`src/rtl/imem_boot_loader_pkg.sv`:
```
// Shared types and constants for the instruction-memory boot loader.
package imem_boot_loader_pkg;

    localparam int unsigned CNT_WIDTH      = 16;
    localparam int unsigned BYTES_PER_WORD = 4;

    typedef enum logic [2:0] {
        IDLE,
        HDR_HI,
        HDR_LO,
        DATA,
        CSUM,
        DONE,
        ERROR
    } state_e;

    function automatic logic is_load_state(input state_e s);
        return s inside {HDR_HI, HDR_LO, DATA, CSUM};
    endfunction

endpackage

```
`src/rtl/imem_boot_loader.sv`:
```
// Boot loader: parses a counted, XOR-checksummed byte frame into big-endian words,
// writes them to instruction memory from address 0 and releases the CPU on success.
module imem_boot_loader
    import imem_boot_loader_pkg::*;
#(
    parameter int unsigned ADDR_WIDTH = 8,
    parameter int unsigned MAX_WORDS  = 2 ** ADDR_WIDTH
) (
    input  logic        clk,
    input  logic        rst,
    input  logic        start,
    input  logic [7:0]  in_data,
    input  logic        in_valid,
    output logic        in_ready,
    output logic        imem_wr_en,
    output logic [31:0] imem_wr_addr,
    output logic [31:0] imem_wr_data,
    output logic        cpu_rst_hold,
    output logic        done,
    output logic        error
);

    localparam int unsigned IDX_W = ADDR_WIDTH + 1;

    state_e                 state_q, state_d;
    logic                   in_ready_q;
    logic [CNT_WIDTH-1:0]   count_q;
    logic [31:0]            word_q;
    logic [1:0]             bidx_q;
    logic [7:0]             csum_q;
    logic [IDX_W-1:0]       widx_q;
    logic                   wr_en_q;
    logic [31:0]            wr_data_q;

    logic                   accept;
    logic                   restart;
    logic                   last_byte;
    logic                   last_word;
    logic [CNT_WIDTH-1:0]   hdr_n;

    assign accept    = in_valid && in_ready_q;
    assign restart   = start && (state_q inside {IDLE, DONE, ERROR});
    assign last_byte = (bidx_q == 2'(BYTES_PER_WORD - 1));
    assign last_word = ((32'(widx_q) + 32'd1) == 32'(count_q));
    assign hdr_n     = {count_q[15:8], in_data};

    always_ff @(posedge clk or posedge rst) begin
        if (rst) begin
            state_q    <= IDLE;
            in_ready_q <= 1'b0;
        end else begin
            state_q    <= state_d;
            in_ready_q <= is_load_state(state_d);
        end
    end

    always_comb begin
        state_d = state_q;
        unique case (state_q)
            IDLE, DONE, ERROR: if (start) state_d = HDR_HI;
            HDR_HI:            if (accept) state_d = HDR_LO;
            HDR_LO: begin
                if (accept) begin
                    if (32'(hdr_n) > 32'(MAX_WORDS)) state_d = ERROR;
                    else if (hdr_n == '0)            state_d = CSUM;
                    else                             state_d = DATA;
                end
            end
            DATA:              if (accept && last_byte && last_word) state_d = CSUM;
            CSUM:              if (accept) state_d = (in_data == csum_q) ? DONE : ERROR;
            default:           state_d = IDLE;
        endcase
    end

    // Word index advances at the end of the write cycle, so the write sees the
    // current word's address and DONE is left holding 4*N.
    always_ff @(posedge clk or posedge rst) begin
        if (rst) begin
            count_q   <= '0;
            word_q    <= '0;
            bidx_q    <= '0;
            csum_q    <= '0;
            widx_q    <= '0;
            wr_en_q   <= 1'b0;
            wr_data_q <= '0;
        end else begin
            wr_en_q <= 1'b0;
            if (wr_en_q) widx_q <= widx_q + 1'b1;
            if (restart) begin
                word_q <= '0;
                bidx_q <= '0;
                csum_q <= '0;
                widx_q <= '0;
            end
            if (accept && state_q == HDR_HI) count_q[15:8] <= in_data;
            if (accept && state_q == HDR_LO) count_q[7:0]  <= in_data;
            if (accept && state_q == DATA) begin
                word_q <= {word_q[23:0], in_data};
                csum_q <= csum_q ^ in_data;
                bidx_q <= bidx_q + 2'd1;
                if (last_byte) begin
                    wr_en_q   <= 1'b1;
                    wr_data_q <= {word_q[23:0], in_data};
                end
            end
        end
    end

    always_comb begin
        in_ready     = in_ready_q;
        imem_wr_en   = wr_en_q;
        imem_wr_data = wr_data_q;
        imem_wr_addr = {{(32 - IDX_W - 2){1'b0}}, widx_q, 2'b00};
        done         = (state_q == DONE);
        error        = (state_q == ERROR);
        cpu_rst_hold = (state_q != DONE);
    end

endmodule
```
`config.mk`:
```
export PLATFORM = sky130hd
export DESIGN_NAME = imem_boot_loader
export DESIGN_NICKNAME = d
export VERILOG_FILES = /design/src/rtl/imem_boot_loader_pkg.sv /design/src/rtl/imem_boot_loader.sv
export SDC_FILE = /design/constraint.sdc
export NUM_CORES = 1
export LEC_CHECK = 0
export CORE_MARGIN = 1
export CORE_UTILIZATION = 48
export DETAILED_ROUTE_END_ITERATION = 7
export PLACE_DENSITY = 0.77
export SETUP_SLACK_MARGIN = 0.05
export SLEW_MARGIN = 10
export SYNTH_ARGS = -nofsm -noshare
export SYNTH_HDL_FRONTEND = slang
export SYNTH_SLANG_ARGS = --single-unit
```
`constraint.sdc`:
```
create_clock -name clk -period 2.6 [get_ports clk]
set_input_delay 0.26 -clock clk [delete_from_list [all_inputs] [get_ports clk]]
set_output_delay 0.26 -clock clk [all_outputs]
set_load 0.01 [all_outputs]
```
## After elaboration in Yosys (flattened, before gate mapping)

Cells that the tools add are included.

- Register bits: 96
- Input bits: 12
- Output and inout port bits: 69
- Word-level logic and storage cells: 63

- $add $sub $neg: 3
- Order comparisons: 1
- Eq/ne operators: 14
- Mux-type cells: 19
- Bitwise gates (word level): 1
- Reductions and logical operators: 15

Operator list:

| cell | number |
|---|---|
| $mux W24 | 2 |
| $mux W3 | 7 |
| $mux W9 | 2 |
| $eq A10 B16 Y1 | 1 |
| $gt A16 B9 Y1 const B | 1 |
| $logic_not A16 Y1 | 1 |
| $mux W8 | 2 |
| $pmux W3 S5 | 1 |
| $eq A3 B2 Y1 const B | 4 |
| $eq A3 B3 Y1 const B | 4 |
| $add A9 B1 Y10 const B | 1 |
| $add A9 B1 Y9 const B | 1 |
| $eq A8 B8 Y1 | 1 |
| $xor A8 B8 Y8 | 1 |
| $logic_and A1 B1 Y1 | 7 |
| $eq A3 B1 Y1 const B | 2 |
| $mux W2 | 3 |
| $reduce_bool A2 Y1 | 2 |
| $reduce_bool A4 Y1 | 1 |
| $logic_not A3 Y1 | 1 |
| $ne A3 B3 Y1 const B | 1 |
| $reduce_bool A3 Y1 | 1 |
| $reduce_or A3 Y1 | 1 |
| $add A2 B1 Y2 const B | 1 |
| other kinds (3) | 4 |

## Depth between registers and ports, before layout

Gate-level depths: netlist of the first run.

- Depth after elaboration: 7
- Gate-level depth with buffers: 9
- Mapped depth without buffers: 7

## Worst setup path before layout of the first run

Ideal clock, no wire load.

- Path type: register to register
- Start point: register widx_q[1]
- End point: register state_q[0]
- Setup time: 138 ps
- Arrival: 1947 ps
- Data required time: 2462 ps
- Path slack: 515 ps
- Cell stages (with the launch flop): 9
- Buffers on the path: 1
- Clock period less this slack: 2085 ps
- Cells stage by stage: dfrtp_1 > ha_1 > buf_2 > nand2b_1 > a21oi_1 > a31oi_1 > or4_1 > nor4_2 > o21ai_0

- Word-level cells in the longest chain between the ends: 5

Ends and longest elaborated chain:

| item | RTL line | text |
|---|---|---|
| start, declared | imem_boot_loader.sv:31 | `logic [IDX_W-1:0] widx_q;` |
| start signal, assigned | imem_boot_loader.sv:88 | `if (wr_en_q) widx_q <= widx_q + 1'b1;` |
| $add A9 B1 Y10 | imem_boot_loader.sv:44 | `assign last_word = ((32'(widx_q) + 32'd1) == 32'(count_q));` |
| $eq A10 B16 Y1 | imem_boot_loader.sv:44 |  |
| $logic_and A1 B1 Y1 | imem_boot_loader.sv:69 | `DATA: if (accept && last_byte && last_word) state_d = CSUM;` |
| $mux W3 | imem_boot_loader.sv:69 |  |
| $pmux W3 S5 | imem_boot_loader.sv:59 | `unique case (state_q)` |
| named net state_d[0] | imem_boot_loader.sv:25 | `state_e state_q, state_d;` |
| end signal, assigned | imem_boot_loader.sv:52 | `state_q <= state_d;` |
| end, declared | imem_boot_loader.sv:25 |  |

The timed path passes the listed nets, and every way through them passes these cells.
A chain may end at the register's enable or synchronous reset.

## Worst setup path after layout of the first run

- Start point: register widx_q[0]
- End point: register state_q[1]

Same word-level chain as after synthesis.

==> summary.md, run 1 <==
| Metric | Value |
|---|---|
| Status | `finished, final reports clean` |
| Vias/cell | `between 5 and 6` |
| Crit-path max FO | `10` |
| Setup_tns | `0 ns` |
| Largest net degree at the start of global routing | `97` |
| Clock Power Share | `0.200` |
| DR vias | `3,241` |
| Antenna Diode Count | `0` |
| RSZ-0062 raised after global routing | `false` |
| Fmax | `between 400 and 500 MHz` |
| First-pass GRT wire length | `between 15 and 20 mm` |
| Synthesized flop and latch total | `between 90 and 100` |
| Vias in the first global route | `about 3,100` |
| YS warnings | `0` |
| Post-CTS setup buffers | `0` |
| Fraction of registers with async set or reset after synthesis | `1.00` |
| Die W | `about 100 um` |
| CP Data Arrival Time | `2.55 ns` |
| Gr ovfl total | `0` |
| Post-synth EDFFs | `0` |
| Main synth FF type | `dfrtp_1` |
| GRT Resource Usage Total | `0.202` |
| CTS Root Cell | `clkbuf_8` |
| Initial Util | `0.493` |
| Rel. slew slack | `0.366` |
| Worst Hold Class | `in -> async` |
| Layout area overhead | `19.2%` |
| Top Ports | `slightly above 80` |
| Routed length per instance | `about 16 um` |
| Final setup viols | `0` |
| Die ar. | `just under 10,000 sq um` |
| Seq pwr share | `0.465` |
| H-tree levels | `3` |
| Critical path class | `reg -> reg` |
| Fillers | `768` |
| R2r setup slk | `~0.29 ns` |
| Netlist cell types | `48` |
| Clock-pin transition on the worst setup and hold timing paths | `0.09 ns` |
| Syn avg cell area | `approximately 11 sq um` |
| Antenna violations before repair | `0` |
| Core Rows | `35` |
| Pwr dens | `~930 nW/um^2` |
| Drt pass-1 iters | `4` |
| TritonCTS clock tree | `done` |
| Reported max-cap violation count | `0` |
| Slew @ Worst Pin | `between 0.9 and 1 ns` |
| R2r worst-path depth | `7` |
| Buffers on Ports | `57` |
| Die Ht | `99.2 um` |
| RR Startpoint | `widx_q[0]` |
| Clock Latency Late Sink | `~0.36 ns` |
| Mapped cell area | `4530 sq um` |
| Startpoint Class | `register` |
| Peak supply drop | `approximately 0.37 mV` |
| Final worst-path cycle share | `0.890` |
| Number of CTS-inserted buffers | `9` |
| Clock Skew | `approximately 0.012 ns` |
| Final ANT Viol Nets | `0` |
| Switching Power | `around 1.6 mW` |
| Final HPWL DP | `between 6 and 7 mm` |
| PnR Total Power | `around 5.0 mW` |
| Core area | `9200 sq um` |
| P_int | `approximately 3.4 mW` |
| Mapped Cells | `424` |
| Hold Vio Cnt, Final | `0` |
| Clk sink count | `96` |
| Switching part of the total power | `0.328` |
| DR iter-0 viols | `between 200 and 250` |
| Final wirelength | `9.33 mm` |
| Crit Reg-Reg Endpoint | `state_q[1]` |
| # nets final | `497` |
| Share of layout cells above drive strength 1 | `0.180` |
| DRC errors left | `0` |
| Leakage | `roughly 2.4 nW` |
| CTS max path bufs | `2` |
| Min Clock Period, post-route | `roughly 2.3 ns` |
| Post-synthesis sequential area ratio | `0.530` |
| Combinational share of power | `0.335` |
| Max Slew Vio Count | `0` |
| Required time of the critical path | `between 2 and 3 ns` |
| Crit path capture type | `register` |
| RD Place Congestion | `around 0.9` |
## through the flow
step	hold slack, ns	cells	instance area (sq um)	util	worst slack [ns]
floorplan	0.377	446	4620	-	0.515
global placement	0.484	583	5190	0.565	0.251
detailed placement	0.493	583	5190	0.565	0.206
CTS	0.404	599	5400	0.587	0.221
global route	0.428	599	5400	0.587	0.115
finish	0.335	599	5400	0.587	0.286
## worst max-delay path: stages (launching register included)
cell,delay [ns]
dfrtp_1,0.52
ha_2,0.36
nand4_1,0.18
xnor2_1,0.20
nand2_1,0.06
mux2_2,0.28
nor4_2,0.43
o21ai_0,0.15
## registers in the layout (all words and copies together) (netlist names)
signal	count
in_ready	1
imem_wr_data	32
csum_q	8
bidx_q	2
word_q	24
imem_wr_en	1
state_q	3
widx_q	9
count_q	16
## how the worst max path moves through the flow
stage	start	to	slack, ns	cells past startpoint
finish	widx_q[0]	state_q[1]	0.29	7
global route	widx_q[0]	state_q[1]	0.11	7
CTS	widx_q[0]	state_q[0]	0.22	7
detailed placement	in_valid	state_q[0]	0.21	6
global placement	in_valid	state_q[0]	0.25	6
floorplan	widx_q[1]	state_q[0]	0.51	8
## power groups by stage
stage	clock network (mW)	logic, mW	registers (mW)
after global routing	1.09	1.83	2.40
final	1.01	1.69	2.34
after CTS	1.03	1.69	2.33
after global placement	0	1.65	2.34
after detailed placement	0	1.69	2.36
after floorplan	0	0.962	2.34
## synth_stat cells (3+ instances only)
cell	n	area, sq um
nand4_1	7	43.8
buf_4	23	173
buf_2	6	30.0
xor2_1	13	114
nor4_1	3	18.8
o21ai_0	39	195
or2_2	3	18.8
xnor2_1	18	158
clkbuf_1	15	56.3
dfrtp_1	96	2400
nor2_1	23	86.3
nor2b_1	4	25.0
inv_1	6	22.5
mux2_2	48	541
a21oi_1	3	15.0
nand2_1	72	270
nand3_1	5	25.0
## cells in the final DEF (no fill, tap or decap), types with 2 or more instances in the layout
| cell | count |
|---|---|
| a21oi_1 | 3 |
| a31oi_1 | 2 |
| and2_1 | 2 |
| and3_1 | 2 |
| buf_12 | 2 |
| buf_4 | 12 |
| clkbuf_8 | 10 |
| clkdlybuf4s50_1 | 57 |
| clkinv_2 | 2 |
| clkinvlp_4 | 2 |
| conb_1 | 23 |
| dfrtp_1 | 96 |
| inv_1 | 5 |
| inv_6 | 2 |
| mux2_2 | 48 |
| mux2i_1 | 2 |
| nand2_1 | 72 |
| nand2b_1 | 2 |
| nand3_1 | 5 |
| nand3b_1 | 2 |
| nand4_1 | 7 |
| nor2_1 | 23 |
| nor2b_1 | 4 |
| nor3_1 | 2 |
| nor4_1 | 3 |
| o21ai_0 | 39 |
| o41ai_1 | 2 |
| or2_2 | 3 |
| xnor2_1 | 18 |
| xor2_1 | 13 |
## logic make-up after synthesis
logic type      after synthesis  share of synthesized area
compound gates               58                     0.0759
xor+xnor                     31                     0.0599
fa+ha+maj                     2                    0.00552
buf+inv                      51                     0.0629
flops                        96                      0.530
mux                          50                      0.124
other cells                   1                   0.000827
simple gates                135                      0.141
## routing by layer
layer | routed length [um] | up-vias | track usage | part of all wire
li1 | - | 1512 | - | -
met1 | 4290 | 1621 | 0.284 | 0.46
met3 | 395 | 14 | 0.0337 | 0.042
met5 | 0 | - | 0 | 0
met2 | 4460 | 94 | 0.313 | 0.48
met4 | 184 | 0 | 0.0848 | 0.020
## area by class of cell
type	count	area, sq um	share of cell area
timing repair buffer	71	701	0.130
inverter	6	26.3	0.00487
multi-input combinational	299	1930	0.357
clock inverter	6	65.1	0.0120
sequential	96	2400	0.445
tap	111	139	0.0257
clock buffer	10	138	0.0255
## timing repair
action | in CTS | in global routing
endpoints found under the setup margin | 0 | 2
hold buffers | 0 | 0
gates resized for setup | 0 | 1
No activity file was read; power rests on OpenSTA's default activity.
==> run 2: changes to the inputs <==
ABC_CLOCK_PERIOD_IN_PS = 2600   (was unset)
CORE_UTILIZATION = 54   (was 48)
DONT_BUFFER_PORTS = 1   (was unset)
PLACE_DENSITY = 0.72   (was 0.77)
SKIP_CTS_REPAIR_TIMING = 1   (was unset)
==> run 2 against run 1 <==
  * Routed wire length is 5.5% lower
  * Critical path depth is 1 lower
  * Sequential share of layout area is 5.3 points higher
  * Highest routed layer unchanged
  * Cell count is 11% lower
  * Fmax is 0.34% higher
  * Register-to-register slack hardly changed
  * Worst setup slack better by 0.0078 ns
  * Count of clock-buffer cells in the layout stayed put
==> summary.md, run 2 (same netlist as run 1, synthesis figures left out) <==
| Metric | Value |
|---|---|
| Clock-pin transition on the worst setup and hold timing paths | `0.10 ns (was 0.09 ns)` |
| RD Place Congestion | `0.862 (was 0.919)` |
| DR iter-0 viols | `166 (was 209)` |
| Peak supply drop | `0.404 mV (was 0.367 mV)` |
| Vias/cell | `5.59 (was 5.41)` |
| Rel. slew slack | `0.661 (was 0.366)` |
| Fmax | `434 MHz (was 432 MHz)` |
| Gr ovfl total | `0 (unchanged)` |
| Status | `finished, final reports clean (unchanged)` |
| Multi-input gate area in the final layout | `1930 sq um (about the same)` |
| Top Ports | `81 (unchanged)` |
| Hold Vio Cnt, Final | `0 (unchanged)` |
| Routed length per instance | `16.5 um (was 15.6 um)` |
| Register Area | `2400 sq um (unchanged)` |
| Number of CTS-inserted buffers | `9 (unchanged)` |
| Clock Latency Late Sink | `0.37 ns (was 0.36 ns)` |
| DRC errors left | `0 (unchanged)` |
| Setup WS pre-CTS | `0.354 ns (was 0.206 ns)` |
| First-pass GRT wire length | `14.6 mm (was 15.5 mm)` |
| RSZ-0062 raised after global routing | `false (unchanged)` |
| Reported max-cap violation count | `0 (unchanged)` |
| GRT Resource Usage Total | `0.219 (was 0.202)` |
| Worst Hold Class | `in -> reg (was in -> async)` |
| Seq pwr share | `0.537 (was 0.465)` |
| Leakage | `2.22 nW (was 2.43 nW)` |
| Commonest cells after routing, fill and taps aside | `dfrtp_1, nand2_1, mux2_2 (was dfrtp_1, nand2_1, clkdlybuf4s50_1)` |
| H-tree levels | `3 (unchanged)` |
| Placed instance area | `4600 sq um (was 5190 sq um)` |
| Post-layout worst setup margin | `0.294 ns (was 0.286 ns)` |
| Slew @ Worst Pin | `0.509 ns (was 0.947 ns)` |
| Crit-path max FO | `6 (was 10)` |
| Drt pass-1 iters | `4 (unchanged)` |
| Final HPWL DP | `6.05 mm (was 6.41 mm)` |
| Die W | `93.6 um (was 99.2 um)` |
| Share of layout cells above drive strength 1 | `0.193 (was 0.180)` |
| Crit path capture type | `register (unchanged)` |
| Clock Power Share | `0.230 (was 0.200)` |
| Antenna violations before repair | `0 (unchanged)` |
| Clock Skew | `0.0149 ns (was 0.0120 ns)` |
| Fillers | `699 (was 768)` |
| CTS Root Cell | `clkbuf_8 (unchanged)` |
| # nets final | `439 (was 497)` |
| Setup_tns | `0 ns (unchanged)` |
| Core Rows | `33 (was 35)` |
| P_int | `3.06 mW (was 3.38 mW)` |
| Critical path class | `reg -> reg (unchanged)` |
| Die ar. | `8760 sq um (was 9830 sq um)` |
| Switching Power | `1.55 mW (was 1.65 mW)` |
| Max Slew Vio Count | `0 (unchanged)` |
| Combinational share of power | `0.232 (was 0.335)` |
| Final worst-path cycle share | `0.887 (was 0.890)` |
| Vias in the first global route | `2,818 (was 3,116)` |
| TritonCTS clock tree | `done (unchanged)` |
| Layout area overhead | `6.41% (was 19.2%)` |
| CP Data Arrival Time | `2.54 ns (was 2.55 ns)` |
| Initial Util | `0.554 (was 0.493)` |
| Final setup viols | `0 (unchanged)` |
| Core area | `8180 sq um (was 9200 sq um)` |
| Die Ht | `93.6 um (was 99.2 um)` |
| Most common cell after layout, fill and taps aside | `dfrtp_1 (unchanged)` |
| Clk sink count | `96 (unchanged)` |
| Required time of the critical path | `2.84 ns (was 2.83 ns)` |
| Min Clock Period, post-route | `2.31 ns (about the same)` |
| PnR Total Power | `4.60 mW (was 5.03 mW)` |
| Largest net degree at the start of global routing | `62 (was 97)` |
| Buffers on Ports | `0 (was 57)` |
| WHS | `0.00997 ns (was 0.335 ns)` |
| CTS max path bufs | `2 (unchanged)` |
| Final wirelength | `8.82 mm (was 9.33 mm)` |
| Largest register FFs | `32 (unchanged)` |
| Final ANT Viol Nets | `0 (unchanged)` |
| Antenna Diode Count | `0 (unchanged)` |
| Finished Cell Area | `4820 sq um (was 5400 sq um)` |
| Startpoint Class | `register (unchanged)` |
| Pwr dens | `955 nW/um^2 (was 931 nW/um^2)` |
| DR vias | `2,987 (was 3,241)` |
| Switching part of the total power | `0.336 (was 0.328)` |
run 2: cell types whose count changed in the layout (fill, tap and decap cells not counted), moves of 2 or more:
cell,delta
buf_4,-2
clkinv_4,+2
inv_6,-2
clkdlybuf4s50_1,-57
run 2: path summary, 6_finish.rpt:
kind                             from          endpoint  slack [ns]  cells after the start
min in group asynchronous         rst  imem_wr_data[15]        0.46                      3
hold reg to reg             bidx_q[0]         bidx_q[0]        0.50                      1
max in group asynchronous         rst        state_q[1]        1.75                      3
setup reg to reg            widx_q[4]        state_q[0]        0.29                      6
hold / removal             in_data[2]        count_q[2]        0.01                      2
setup / recovery            widx_q[4]        state_q[0]        0.29                      6
run 2: stage by stage:
stage,utilization,instances
3_3_place_gp,0.563,518
6_report,0.590,534
5_1_grt,0.590,534
4_1_cts,0.589,533
2_1_floorplan,-,446
3_5_place_dp,0.563,518
run 2: cell type report:
| type | count | share of cell area |
|---|---|---|
| Sequential cell | 96 | 0.498 |
| Inverter | 6 | 0.00545 |
| Tap cell | 105 | 0.0272 |
| Clock buffer | 10 | 0.0265 |
| Clock inverter | 5 | 0.0171 |
| Multi-Input combinational cell | 299 | 0.400 |
| Timing Repair Buffer | 13 | 0.0259 |
run 2: power by group through the flow:
stage	registers [mW]	clock network [mW]	logic, mW
finish	2.47	1.06	1.07
global route	2.55	1.14	1.20
CTS	2.48	1.07	1.08
detailed placement	2.51	0	1.07
global placement	2.48	0	1.04
floorplan	2.34	0	0.962
run 2: critical path, stage by stage (launching register included):
cell and delay, ns:
dfrtp_1 0.55, nand3_1 0.19, nor2_1 0.35, xor2_1 0.19
mux2_2 0.36, nor4_2 0.39, o21ai_0 0.14
run 2: per-layer routing:
| metal | part of all wire | wire, um | GRT usage | vias to the layer above |
|---|---|---|---|---|
| met5 | 0 | 0 | 0 | - |
| met4 | 0.012 | 110 | 0.0859 | 0 |
| met3 | 0.061 | 538 | 0.0577 | 10 |
| met2 | 0.48 | 4210 | 0.329 | 80 |
| met1 | 0.45 | 3960 | 0.304 | 1502 |
| li1 | - | - | - | 1395 |
==> run 3: changes to the inputs <==
SKIP_CTS_REPAIR_TIMING = unset   (was 1)
==> results of run 3 <==
Same layout as run 2: the final DEF is identical, and so are final timing and power.
Main changes from that run: via count of the first global-routing pass 2818 -> 2821
